**config.mk**
```make
export PLATFORM = sky130hd
export DESIGN_NAME = ram_loader
export DESIGN_NICKNAME = d
export VERILOG_FILES = /design/src/rtl/ram_loader.sv
export SDC_FILE = /design/constraint.sdc
export NUM_CORES = 1
export LEC_CHECK = 0
export CAP_MARGIN = 20
export CORE_ASPECT_RATIO = 1.5
export CORE_MARGIN = 3
export CORE_UTILIZATION = 49
export CTS_CLUSTER_SIZE = 10
export DETAILED_ROUTE_END_ITERATION = 8
export HOLD_SLACK_MARGIN = 0.1
export PLACE_DENSITY = 0.87
export SLEW_MARGIN = 20
export SYNTH_ARGS = -nofsm -noshare
export SYNTH_HDL_FRONTEND = slang
export SYNTH_SLANG_ARGS = --single-unit
export TNS_END_PERCENT = 1
```
**constraint.sdc**
```tcl
create_clock -name clk -period 2.8 [get_ports clk]
set_clock_uncertainty 0.05 [all_clocks]
set_input_delay 0.7 -clock clk [delete_from_list [all_inputs] [get_ports clk]]
set_output_delay 0.7 -clock clk [all_outputs]
set_load 0.05 [all_outputs]
```
**src/rtl/ram_loader.sv**
```systemverilog
// ram_loader: burst initiator for the shared 32-bit scratch-RAM port.
// Define RAM_LOADER_STATS_EN to enable the saturating stat_words counter.
module ram_loader #(
  parameter int RD_FIFO_DEPTH = 4
) (
  input  logic        clk,
  input  logic        rstn,
  input  logic        cmd_valid,
  output logic        cmd_ready,
  input  logic        cmd_write,
  input  logic [7:0]  cmd_sel,
  input  logic [10:0] cmd_addr,
  input  logic [10:0] cmd_len,
  input  logic        wr_valid,
  output logic        wr_ready,
  input  logic [31:0] wr_data,
  output logic        rd_valid,
  input  logic        rd_ready,
  output logic [31:0] rd_data,
  output logic        busy,
  output logic        done,
  output logic        err,
  output logic [31:0] stat_words,
  output logic [7:0]  ram_sel,
  output logic [10:0] ram_waddr,
  output logic [10:0] ram_raddr,
  output logic        ram_wen,
  output logic        ram_ren,
  output logic [31:0] ram_wdata,
  input  logic [31:0] ram_rdata
);

  localparam int AW = $clog2(RD_FIFO_DEPTH);
  localparam int CW = AW + 1;

  typedef enum logic [1:0] {IDLE, WRITE, READ, DRAIN} state_t;

  state_t      state_q, state_d;
  logic [7:0]  sel_q, sel_d;
  logic [10:0] addr_q, addr_d;
  logic [10:0] rem_q, rem_d;
  logic        wen_q, wen_d;
  logic [10:0] waddr_q, waddr_d;
  logic [31:0] wdata_q, wdata_d;
  logic        done_q, done_d;
  logic        err_q, err_d;
  logic        out_q, out_d;
  logic [AW-1:0] wp_q, wp_d;
  logic [AW-1:0] rp_q, rp_d;
  logic [CW-1:0] cnt_q, cnt_d;
  logic [31:0] mem_q [RD_FIFO_DEPTH];

  logic        accept;
  logic        wide;
  logic        bad;
  logic [11:0] span;
  logic [CW:0] fill;
  logic        ren;
  logic        push;
  logic        pop;
  logic        last_pop;

  // command legality and read-issue flow control
  always_comb begin
    accept = cmd_valid && cmd_ready;
    wide = (cmd_sel >= 8'h40) && (cmd_sel <= 8'h81);
    span = {1'b0, cmd_addr} + {1'b0, cmd_len};
    bad = (cmd_sel > 8'h82)
       || (wide && (cmd_addr[0] || !cmd_len[0]))
       || (span > 12'd2047);
    fill = {1'b0, cnt_q} + {{CW{1'b0}}, out_q};
    ren = (state_q == READ) && (fill < (CW+1)'(RD_FIFO_DEPTH));
    push = out_q;
    pop = rd_valid && rd_ready;
    last_pop = (state_q == DRAIN) && pop
            && (cnt_q == CW'(1)) && !out_q;
  end

  // burst sequencing: next state, address walk, write strobes
  always_comb begin
    state_d = state_q;
    sel_d = sel_q;
    addr_d = addr_q;
    rem_d = rem_q;
    wen_d = 1'b0;
    waddr_d = waddr_q;
    wdata_d = wdata_q;
    done_d = 1'b0;
    err_d = 1'b0;
    out_d = ren;
    unique case (state_q)
      IDLE: begin
        sel_d = 8'hFF;
        if (accept) begin
          if (bad) begin
            err_d = 1'b1;
          end else begin
            sel_d = cmd_sel;
            addr_d = cmd_addr;
            rem_d = cmd_len;
            state_d = cmd_write ? WRITE : READ;
          end
        end
      end
      WRITE: begin
        if (wr_valid) begin
          wen_d = 1'b1;
          waddr_d = addr_q;
          wdata_d = wr_data;
          addr_d = addr_q + 11'd1;
          rem_d = rem_q - 11'd1;
          if (rem_q == 11'd0) begin
            state_d = IDLE;
            done_d = 1'b1;
          end
        end
      end
      READ: begin
        if (ren) begin
          addr_d = addr_q + 11'd1;
          rem_d = rem_q - 11'd1;
          if (rem_q == 11'd0) state_d = DRAIN;
        end
      end
      DRAIN: begin
        if (last_pop) begin
          state_d = IDLE;
          sel_d = 8'hFF;
        end
      end
    endcase
  end

  // read-return FIFO pointer and occupancy update
  always_comb begin
    wp_d = push ? wp_q + AW'(1) : wp_q;
    rp_d = pop ? rp_q + AW'(1) : rp_q;
    cnt_d = cnt_q;
    if (push && !pop) cnt_d = cnt_q + CW'(1);
    if (!push && pop) cnt_d = cnt_q - CW'(1);
  end

  // control and datapath registers
  always_ff @(posedge clk) begin
    if (!rstn) begin
      state_q <= IDLE;
      sel_q <= 8'hFF;
      addr_q <= '0;
      rem_q <= '0;
      wen_q <= 1'b0;
      waddr_q <= '0;
      wdata_q <= '0;
      done_q <= 1'b0;
      err_q <= 1'b0;
      out_q <= 1'b0;
      wp_q <= '0;
      rp_q <= '0;
      cnt_q <= '0;
    end else begin
      state_q <= state_d;
      sel_q <= sel_d;
      addr_q <= addr_d;
      rem_q <= rem_d;
      wen_q <= wen_d;
      waddr_q <= waddr_d;
      wdata_q <= wdata_d;
      done_q <= done_d;
      err_q <= err_d;
      out_q <= out_d;
      wp_q <= wp_d;
      rp_q <= rp_d;
      cnt_q <= cnt_d;
    end
  end

  // FIFO storage captures ram_rdata the cycle after each read strobe
  always_ff @(posedge clk) begin
    if (push) mem_q[wp_q] <= ram_rdata;
  end

  assign cmd_ready = rstn && (state_q == IDLE);
  assign wr_ready = (state_q == WRITE);
  assign busy = (state_q != IDLE);
  assign done = done_q || last_pop;
  assign err = err_q;
  assign rd_valid = (cnt_q != '0);
  assign rd_data = mem_q[rp_q];
  assign ram_sel = sel_q;
  assign ram_wen = wen_q;
  assign ram_waddr = waddr_q;
  assign ram_wdata = wdata_q;
  assign ram_ren = ren;
  assign ram_raddr = ren ? addr_q : '0;

`ifdef RAM_LOADER_STATS_EN
  logic [31:0] stat_q, stat_d;
  logic [32:0] stat_sum;

  // saturating count of write strobes and FIFO pops
  always_comb begin
    stat_sum = {1'b0, stat_q} + 33'(wen_q) + 33'(pop);
    stat_d = stat_sum[32] ? 32'hFFFF_FFFF : stat_sum[31:0];
  end

  // statistics register, cleared only by reset
  always_ff @(posedge clk) begin
    if (!rstn) stat_q <= '0;
    else stat_q <= stat_d;
  end

  assign stat_words = stat_q;
`else
  assign stat_words = '0;
`endif

endmodule

```
* Yosys cells after proc, flatten, opt, wreduce, memory -nomap -nowiden
Memories as Yosys holds them, arrays and structs flattened. A register that Yosys moved wholly into a read port is not among the register bits.
Index checks and enable logic that the tools add are counted.
** Word-level totals
- Bits in registers :: 86
- RAM bits :: 128
- Output and inout bits :: 134
- Memories kept :: 1
** Memories
- mem_q :: words 4, width 32, read ports 1, clocked after Yosys merged registers in 1, write ports 1, line 51 : logic [31:0] mem_q [RD_FIFO_DEPTH];
** Cells by class
- Add/sub/neg operators :: 8
- $lt $le $gt $ge :: 5
- Eq/ne operators :: 11
- Multiplexer cells :: 33
- Reductions and logical operators :: 32
** Operators by type and width (number)
- 2-to-1 mux 11 bit :: 9
- case mux 11 bit (3 select lines) :: 2
- 2-to-1 mux 8 bit :: 3
- 2-to-1 mux 2 bit :: 10
- case mux 8 bit (2 select lines) :: 1
- adder 11 x 11 -> 12 bit :: 1
- > comparator 12 x 11 -> 1 bit (second input constant) :: 1
- adder 11 x 1 -> 11 bit (second input constant) :: 1
- logical AND 1 bit :: 11
- zero test 11 bit :: 1
- subtractor 11 x 1 -> 11 bit (second input constant) :: 1
- != test 2 bit (second input constant) :: 5
- greater-or-equal comparator 8 x 7 -> 1 bit (second input constant) :: 1
- > comparator 8 bit (second input constant) :: 1
- less-or-equal comparator 8 bit (second input constant) :: 1
- case mux 2 bit (4 select lines) :: 1
- AND reduction 7 bit :: 1
- 2-to-1 mux 3 bit :: 2
- AND reduction 2 bit :: 3
- AND reduction 3 bit :: 2
- nonzero test 2 bit :: 3
- nonzero test 3 bit :: 2
- 2-to-1 mux 1 bit :: 5
- AND reduction 5 bit :: 1
- 12 further kinds :: 20

* Longest topological paths before layout
Gate-level depths: netlist (run 1).
- Depth after elaboration :: 8
- Depth in mapped cells :: 10
- Gate-level depth less buffers :: 8

* Least setup slack after synthesis (run 1)
OpenSTA, ideal clock, no wires.
- Path kind :: register -> output
- Start :: reg state_q[0]
- End :: out ram_raddr[1]
- Arrival time :: 2.054 ns
- Data required time :: 2.050 ns
- Setup slack :: -0.004 ns
- Cell stages (with the launch flop) :: 7
- Buffers on the path :: 1
- Cells stage by stage :: dfxtp_1 inv_1 ha_1 inv_1 a311oi_1 clkbuf_1 and2_1
** Between the ends
- Cells in the longest elaborated chain, start to end :: 3
** Ends and longest elaborated chain
- from (decl) :: line 38 : state_t state_q, state_d;
- from (signal assigned) :: line 160 : state_q <= state_d;
- equality test 2 bit :: line 72 : ren = (state_q == READ) && (fill < (CW+1)'(RD_FIFO_DEPTH));
- logical AND 1 bit :: line 72
- net ram_ren :: line 28 : output logic ram_ren,
- 2-to-1 mux 11 bit :: line 193 : assign ram_raddr = ren ? addr_q : '0;
- to (decl) :: line 26 : output logic [10:0] ram_raddr,
The timed path passes the listed nets, and every way through them passes these cells.

* Worst setup path in the final report (run 1)
- Start :: reg state_q[0]
- End :: out ram_raddr[0]
** Between the ends
- Cells in the longest elaborated chain, start to end :: 3
** Ends and longest elaborated chain (line)
- equality test 2 bit :: 72
- logical AND 1 bit :: 72
- 2-to-1 mux 11 bit :: 193
No other way between the ends.

==> flow_summary.toml, run 1 <==
[synthesis]
ys_warn_count = 0
netlist_instances = 743
synth_area_per_cell_um2 = 12.4
synth_area_um2 = 9180
ys_ff_latch = 216
ys_types = 61
seq_area_frac_synth_pct = 61.1
synthFlopType = "edfxtp_1"
ys_async_sr_fraction_pct = 0
synth_edf_count = 128

[clocking]
cts_tree = "yes"
clkTransAtPathRegs_ns = 0.05
clockBufferDepth = 3
clk_latency_ns = 0.50
cts_htree_levels = 1
postCtsHoldBufs = 0
cts_root_buffer = "clkbuf_16"
cts.sinks = 216
numCtsBuffers = 25

[sta]
whs_ns = 0.400
fin_crit_ns = 2.72
maxSlewViolCount = 0
fmax_ghz = 0.368
worst_pin_slew_ns = 0.881
post-route-period-util_pct = 97.0
finalHoldViolations = 0
timing.slew.headroom_pct = 41.3
setup_viol = 0

[pwr]
peakVddDrop_uv = 373
power.density_nw_per_um2 = 651
totalPowerFinal_mw = 8.37
p_comb_share_pct = 24.2
p_int_mw = 6.08
clockPowerShare_pct = 34.0
p_switching_mw = 2.29
p_leak_nw = 4.57
seqPwrFrac_pct = 41.7
swShare_pct = 27.4

[routing]
postRouteAntennaNets = 0
drc = 0
routed-wl-met3_mm = 1.60
firstDrtPassIters = 4
wl_met1_mm = 8.42
detail_route.vias_per_cell = 5.35
drtIter0Drc = 365
dr_wl_met2_mm = 12.3
vias = 6613
wirelength_mm = 22.9
routed.top_layer = "met4"
wire_per_inst_um = 18.6

[placement]
numPortBuffers = 201
gp_congestion = 0.853
place_inst = 1190
hpwl_mm = 15.8

[global_route]
grt_pass1_vias = 6631
grt_max_degree = 44
grt_use_total_pct = 21.6
grt_first_pass_wirelength_mm = 36.0
antenna_found_initial = 0
grt_overflow = 0

[setup_path]
crit_type = "flop to output port"
path_cells = "inv_2, ha_2, inv_2, a311oi_4, buf_6, and2_1, buf_12"
crit_end = "ram_raddr[0]"
reg2reg_depth = 9
cp_max_fo = 6
startpoint_type = "flop"
startpoint = "state_q[0]$_SDFFE_PN0P_"
rrSetupSlack_ns = 0.57
crit_required_ns = 2.05
slowest_delay_ns = 0.34
regToRegEndpoint = "rem_q[3]$_SDFFE_PN0P_"
reg2reg_from = "state_q[1]$_SDFFE_PN0P_"
end_kind = "output port"
cp.arrival_ns = 1.97
critPathSlowestCell = "dfxtp_2"
cp_common_cell = "inv_2"

[finish]
nets = 1100
n_antenna_cell = 0
final_util_pct = 70.7
area_delta_synth_final_pct = 40.0
fin_cells = 1235
drive_gt1_share_pct = 18.9

[min_path]
holdCritPathClass = "flop to flop"

[floorplanning]
io_pins = 234
dieArea_um2 = 20400
initial_core_util_pct = 50.5
die_h_um = 174
core_area_um2 = 18200
chipWidth_um = 118
fp-row-count = 60

[flow_run]
cap_violations = 0

[outcome]
status = "complete, no violations"
kinds of logic after synthesis:
kind of cell    synth area share [%]
compound gates                  10.7
xor+xnor                       0.477
fa+ha+maj                       3.68
buf+inv                         5.33
flops                           61.1
mux                             8.30
other cells                   0.0408
simple gates                    10.4
worst min-delay path by stage:
stage | startpoint | to | slack [ns] | cells past startpoint
2_1_floorplan | rem_q[9]$_SDFFE_PN0P_ | rem_q[9]$_SDFFE_PN0P_ | 0.40 | 2
3_3_place_gp | ram_wdata[1]$_SDFFE_PN0P_ | ram_wdata[1]$_SDFFE_PN0P_ | 0.39 | 2
3_5_place_dp | ram_wdata[4]$_SDFFE_PN0P_ | ram_wdata[4]$_SDFFE_PN0P_ | 0.40 | 2
4_1_cts | ram_wdata[4]$_SDFFE_PN0P_ | ram_wdata[4]$_SDFFE_PN0P_ | 0.40 | 2
5_1_grt | ram_wdata[26]$_SDFFE_PN0P_ | ram_wdata[26]$_SDFFE_PN0P_ | 0.44 | 2
6_report | ram_wdata[4]$_SDFFE_PN0P_ | ram_wdata[4]$_SDFFE_PN0P_ | 0.40 | 2
Yosys cell counts (3+ instances only):
library cell	instances	area [um2]
o22ai_1	17	106
nand2_1	139	522
edfxtp_1	128	3840
nor2_1	17	63.8
o211ai_1	4	30.0
o21ai_0	14	70.1
a21oi_1	61	305
and2_1	22	138
xor2_1	3	26.3
buf_2	4	20.0
or3_1	3	18.8
o31ai_1	13	97.6
nand4_1	3	18.8
nand3_1	9	45.0
buf_6	3	33.8
clkbuf_1	32	120
dfxtp_1	88	1760
mux4_2	32	721
o311ai_1	3	26.3
a211oi_1	12	90.1
inv_1	17	63.8
ha_1	27	338
buf_4	32	240
mux2i_1	3	30.0
nor3_1	8	40.0
critical path, delay by kind of cell (launching register included):
family          cells  cell delay, ns
compound gates      1            0.33
fa+ha+maj           1            0.16
buf+inv             4            0.47
flops               1            0.34
simple gates        1            0.17
repair_timing:
action | in CTS | in global routing
setup endpoints to repair | 10 | 13
gates cloned | 0 | 1
pin swaps | 0 | 2
resized for setup | 3 | 24
buffers inserted | 0 | 3
metal layers:
| layer | global-route usage [%] | vias to the layer above |
|---|---|---|
| met5 | 0 | - |
| met1 | 25.4 | 3192 |
| li1 | - | 3126 |
| met2 | 39.6 | 251 |
| met3 | 4.86 | 44 |
| met4 | 5.57 | 0 |
power groups by stage:
stage | clock, mW | combinational (mW) | sequential, mW
finish | 2.85 | 2.02 | 3.49
CTS | 2.90 | 2.03 | 3.49
floorplan | 0 | 1.17 | 3.52
global placement | 0 | 2.00 | 3.54
global route | 3.04 | 2.12 | 3.50
detailed placement | 0 | 2.02 | 3.55
cell type report:
class,instances,area (um2)
Tap cell,248,310
Multi-Input combinational cell,467,3260
Inverter,18,67.6
Sequential cell,216,5610
Fill cell,1255,5320
Clock buffer,41,706
Timing Repair Buffer,245,2900
state kept, by name (all words and copies together) (netlist names), named ones only:
register   cells
ram_waddr     11
cnt_q          3
state_q        2
ram_wdata     32
rem_q         11
rp_q           2
done_q         1
wp_q           2
ram_wen        1
mem_q        128
out_q          1
err            1
addr_q        11
ram_sel        8
per-stage QoR:
stage	TNS (ns)	setup WS [ns]	area (um2)
final	0	0.0846	12800
after global routing	-0.00714	-0.00714	12800
after CTS	-0.00858	-0.00858	12800
after detailed placement	-3.63	-0.173	12000
after global placement	-3.17	-0.159	12000
after floorplan	0	0.255	9300
cell usage in the layout, fill, tap and decap left out, types with 8 or more instances in the layout:
cell and n:
clkdlybuf4s50_1 152, nand2_1 139, edfxtp_1 128, dfxtp_1 83, a21oi_1 61, buf_12 53, buf_4 37, mux4_2 32
conb_1 32, ha_1 26, clkbuf_16 25, nor2_1 17, o22ai_1 17, inv_1 15, o21ai_0 14, clkbuf_1 14
o31ai_1 13, a211oi_1 12, and2_1 9, and2_4 9, nand3_1 9, nor3_1 8
Note: power is estimated with default switching activity, not from simulation.
==> run 2: changes to the inputs <==
--- a/config.mk
+++ b/config.mk
@@ -8,11 +8,11 @@
 export CAP_MARGIN = 20
 export CORE_ASPECT_RATIO = 1.5
 export CORE_MARGIN = 3
-export CORE_UTILIZATION = 49
+export CORE_UTILIZATION = 30
 export CTS_CLUSTER_SIZE = 10
 export DETAILED_ROUTE_END_ITERATION = 8
 export HOLD_SLACK_MARGIN = 0.1
-export PLACE_DENSITY = 0.87
+export PLACE_DENSITY = 0.6
 export SLEW_MARGIN = 20
 export SYNTH_ARGS = -nofsm -noshare
 export SYNTH_HDL_FRONTEND = slang
==> flow_summary.toml, run 2 (synthesized netlist as in run 1, its figures left out) <==
[floorplanning]
chipWidth_um = 149
core_area_um2 = 29900
fp-row-count = 77
die_h_um = 220
dieArea_um2 = 32800
initial_core_util_pct = 30.7
io_pins = 234

[finish]
nets = 1104
n_antenna_cell = 0
final_common_cell = "clkdlybuf4s50_1"
area_delta_synth_final_pct = 39.2
layout_common_cells = "clkdlybuf4s50_1 (152), nand2_1 (139), edfxtp_1 (128), dfxtp_1 (82), buf_4 (63)"
drive_gt1_share_pct = 19.3
fin_cells = 1389
postLayoutCellArea_um2 = 12800
regMostFlops = "mem_q"
largest_register_ffs = 128

[placement]
numPortBuffers = 201
postPlaceCellArea_um2 = 12000
dpl_worst_slack_ns = -0.199
gp_congestion = 0.786
hpwl_mm = 16.4
place_inst = 1342

[routing]
firstDrtPassIters = 5
drtIter0Drc = 376
postRouteAntennaNets = 0
wire_per_inst_um = 17.3
wirelength_mm = 24.0
drc = 0
vias = 6521
detail_route.vias_per_cell = 4.69

[min_path]
holdCritPathClass = "flop to flop"

[pwr]
seqPwrFrac_pct = 42.7
swShare_pct = 28.3
p_comb_share_pct = 22.0
clockPowerShare_pct = 35.3
power.density_nw_per_um2 = 638
p_switching_mw = 2.30
totalPowerFinal_mw = 8.15
p_int_mw = 5.85
peakVddDrop_uv = 303
p_leak_nw = 4.48

[setup_path]
startpoint_type = "flop"
end_kind = "output port"
crit_required_ns = 2.05
critical-path-top-delay-family = "buffers and inverters"
path_buf_inv = 5
cp.arrival_ns = 1.95
critPathSlowestCell = "dfxtp_2"
cp_max_fo = 7
path_cells = "inv_1, ha_1, inv_2, a311oi_4, buf_6, buf_8, and2_4, buf_12"
crit_type = "flop to output port"
slowest_delay_ns = 0.34

[clocking]
cts_htree_levels = 1
clockBufferDepth = 3
cts_root_buffer = "clkbuf_16"
clkTransAtPathRegs_ns = 0.06
cts_tree = "yes"
clk_latency_ns = 0.51
postCtsHoldBufs = 0
cts.sinks = 216
numCtsBuffers = 25

[global_route]
grt_max_degree = 48
grt_use_total_pct = 14.1
grt_pass1_vias = 6635
grt_overflow = 0
antenna_found_initial = 2
grt_first_pass_wirelength_mm = 36.7

[sta]
worst_pin_slew_ns = 0.631
finalWorstSetupSlack_ns = 0.0969
fin_crit_ns = 2.70
maxSlewViolCount = 0
timing.slew.headroom_pct = 57.6
fmax_ghz = 0.370
setup_viol = 0
post-route-period-util_pct = 96.5
rsz0062_at_grt = "yes"
finalHoldViolations = 0

[outcome]
status = "complete, no violations"

[flow_run]
cap_violations = 0
[run 2: path summary, 6_finish.rpt]
kind / startpoint / to / slack, ns / cells past startpoint
hold reg to reg: ram_wdata[26]$_SDFFE_PN0P_ / ram_wdata[26]$_SDFFE_PN0P_ / 0.40 / 2
setup / recovery: state_q[0]$_SDFFE_PN0P_ / ram_raddr[9] / 0.1 / 8
hold / removal: ram_wdata[26]$_SDFFE_PN0P_ / ram_wdata[26]$_SDFFE_PN0P_ / 0.40 / 2
setup reg to reg: rem_q[0]$_SDFFE_PN0P_ / state_q[1]$_SDFFE_PN0P_ / 0.60 / 8
[run 2: area by class of cell]
class	count	area, um2
Fill cell	2822	17100
Timing Repair Buffer	249	2650
Sequential cell	216	5620
Multi-Input combinational cell	467	3250
Tap cell	395	494
Clock buffer	42	689
Clock inverter	2	13.8
Inverter	18	67.6
[run 2: worst reg2reg max path: stages, from the launching register on]
cell,delay [ns]
dfxtp_1,0.32
inv_1,0.13
ha_1,0.19
nor3b_2,0.40
a32oi_1,0.18
a211o_1,0.34
nor3_1,0.25
a21oi_1,0.07
a31oi_1,0.18
[run 2: metal layers]
metal,vias up,GRT usage (%),share of wire (%)
met5,-,0,0.096
met4,4,4.55,2.4
met3,45,4.02,7.5
met2,213,25.5,52
met1,3123,16.1,38
li1,3136,-,-
[run 2: through the flow]
step,utilization [%],setup TNS [ns],hold slack [ns]
after global placement,40.1,-3.81,0.390
after detailed placement,40.1,-4.97,0.396
after floorplan,-,0,0.403
final,42.8,0,0.401
after global routing,42.8,-0.134,0.421
after CTS,42.6,0,0.403
[run 2: timing repair]
item	CTS	global route
pin swaps	1	1
endpoints found under the setup margin	16	16
endpoints found under the hold margin	0	0
setup buffers	1	1
resized for setup	13	17
cloned	1	0
[run 2: power groups by stage]
stage	sequential (mW)	combinational, mW	clock [mW]
3_5_place_dp	3.53	1.80	0
5_1_grt	3.48	1.91	3.10
4_1_cts	3.48	1.81	2.98
2_1_floorplan	3.52	1.17	0
3_3_place_gp	3.53	1.80	0
6_report	3.48	1.79	2.88
==> run 3: changes to the inputs <==
--- a/config.mk
+++ b/config.mk
@@ -9,6 +9,7 @@
 export CORE_ASPECT_RATIO = 1.5
 export CORE_MARGIN = 3
 export CORE_UTILIZATION = 30
+export CTS_CLUSTER_DIAMETER = 100
 export CTS_CLUSTER_SIZE = 10
 export DETAILED_ROUTE_END_ITERATION = 8
 export HOLD_SLACK_MARGIN = 0.1
==> flow_summary.toml, run 3 (synthesized netlist as in run 1, its figures left out) <==
[finish]
nets = 1104
postLayoutCellArea_um2 = 12800
layout_common_cells = "clkdlybuf4s50_1 (152), nand2_1 (139), edfxtp_1 (128), dfxtp_1 (82), buf_4 (63)"
n_antenna_cell = 0
fin_cells = 1388
drive_gt1_share_pct = 19.3
area_delta_synth_final_pct = 39.4
largest_register_ffs = 128
final_common_cell = "clkdlybuf4s50_1"
final_util_pct = 42.8
regMostFlops = "mem_q"

[sta]
finalWorstSetupSlack_ns = 0.105
timing.slew.headroom_pct = 57.6
setup_viol = 0
worst_pin_slew_ns = 0.631
whs_ns = 0.401
fmax_ghz = 0.371
rsz0062_at_grt = "yes"
finalHoldViolations = 0
fin_crit_ns = 2.70
post-route-period-util_pct = 96.3
maxSlewViolCount = 0

[global_route]
antenna_found_initial = 2
busiest_layer = "met2"
grt_pass1_vias = 6633
grt_overflow = 0
grt_max_degree = 48
grt.met1_usage_pct = 16.1
grt_first_pass_wirelength_mm = 36.8
grt_use_total_pct = 14.2
grt.met3_usage_pct = 4.18
use_met2_pct = 25.6

[placement]
postPlaceCellArea_um2 = 12000
gp_congestion = 0.786
dpl_worst_slack_ns = -0.199
hpwl_mm = 16.4
place_inst = 1342
numPortBuffers = 201

[clocking]
clk_latency_ns = 0.53
cts_root_buffer = "clkbuf_16"
clockBufferDepth = 3
numCtsBuffers = 25
cts_tree = "yes"
clkTransAtPathRegs_ns = 0.06
cts_htree_levels = 1
cts.sinks = 216

[setup_path]
crit_required_ns = 2.05
crit_type = "flop to output port"
startpoint_type = "flop"
reg2reg_from = "rem_q[0]$_SDFFE_PN0P_"
startpoint = "state_q[0]$_SDFFE_PN0P_"
cp.arrival_ns = 1.95
end_kind = "output port"
cp_max_fo = 6

[routing]
drc = 0
drtIter0Drc = 369
postRouteAntennaNets = 0
wire_per_inst_um = 17.3
detail_route.vias_per_cell = 4.70
wirelength_mm = 24.0
vias = 6530
firstDrtPassIters = 5

[floorplanning]
initial_core_util_pct = 30.7
io_pins = 234
dieArea_um2 = 32800
die_h_um = 220
core_area_um2 = 29900
fp-row-count = 77
chipWidth_um = 149

[outcome]
status = "complete, no violations"

[min_path]
holdCritPathClass = "flop to flop"
worstHoldStart = "ram_wdata[26]$_SDFFE_PN0P_"

[pwr]
p_leak_nw = 4.48
power.density_nw_per_um2 = 644
peakVddDrop_uv = 312

[flow_run]
cap_violations = 0
[run 3: area by class of cell]
class | instances | area (um2)
clock buffer | 41 | 686
fill | 2826 | 17100
tap | 395 | 494
multi-input combinational | 467 | 3250
timing repair buffer | 249 | 2640
inverter | 18 | 67.6
sequential | 216 | 5620
clock inverter | 2 | 38.8
[run 3: where the power goes]
part / switching [mW] / leakage [nW] / total [mW] / internal [mW]
sequential: 0.0644 / 1.86 / 3.48 / 3.41
combinational: 1.02 / 2.27 / 1.79 / 0.773
clock: 1.22 / 0.346 / 2.97 / 1.75
[run 3: critical path: stages, from the launching register on]
cell and delay [ns]:
dfxtp_2 0.34, inv_1 0.08, ha_1 0.16, inv_2 0.07
a311oi_4 0.21, buf_6 0.16, buf_6 0.14, and2_4 0.16
buf_12 0.13
[run 3: per-layer routing]
metal | vias up | share of wire [%]
met5 | - | 0.096
met4 | 4 | 2.3
met3 | 43 | 7.6
met2 | 215 | 52
met1 | 3133 | 38
li1 | 3135 | -
[run 3: worst paths after layout]
| check | cells after the start | slack [ns] | end |
|---|---|---|---|
| worst min register to register | 2 | 0.40 | ram_wdata[26]$_SDFFE_PN0P_ |
| worst max-delay path | 8 | 0.10 | ram_raddr[2] |
| worst max register to register | 8 | 0.60 | state_q[1]$_SDFFE_PN0P_ |
| worst min-delay path | 2 | 0.40 | ram_wdata[26]$_SDFFE_PN0P_ |
[run 3: timing repair]
item / CTS / global route
endpoints found under the setup margin: 16 / 14
pin swaps: 1 / 1
gates cloned: 1 / 0
setup buffers: 1 / 1
resized for setup: 14 / 15
hold buffers: 0 / 0
[run 3: through the flow]
step | setup TNS, ns | power (mW)
3_5_place_dp | -4.97 | 5.33
5_1_grt | -0.138 | 8.59
4_1_cts | 0 | 8.36
3_3_place_gp | -3.81 | 5.32
2_1_floorplan | 0 | 4.69
6_report | 0 | 8.24
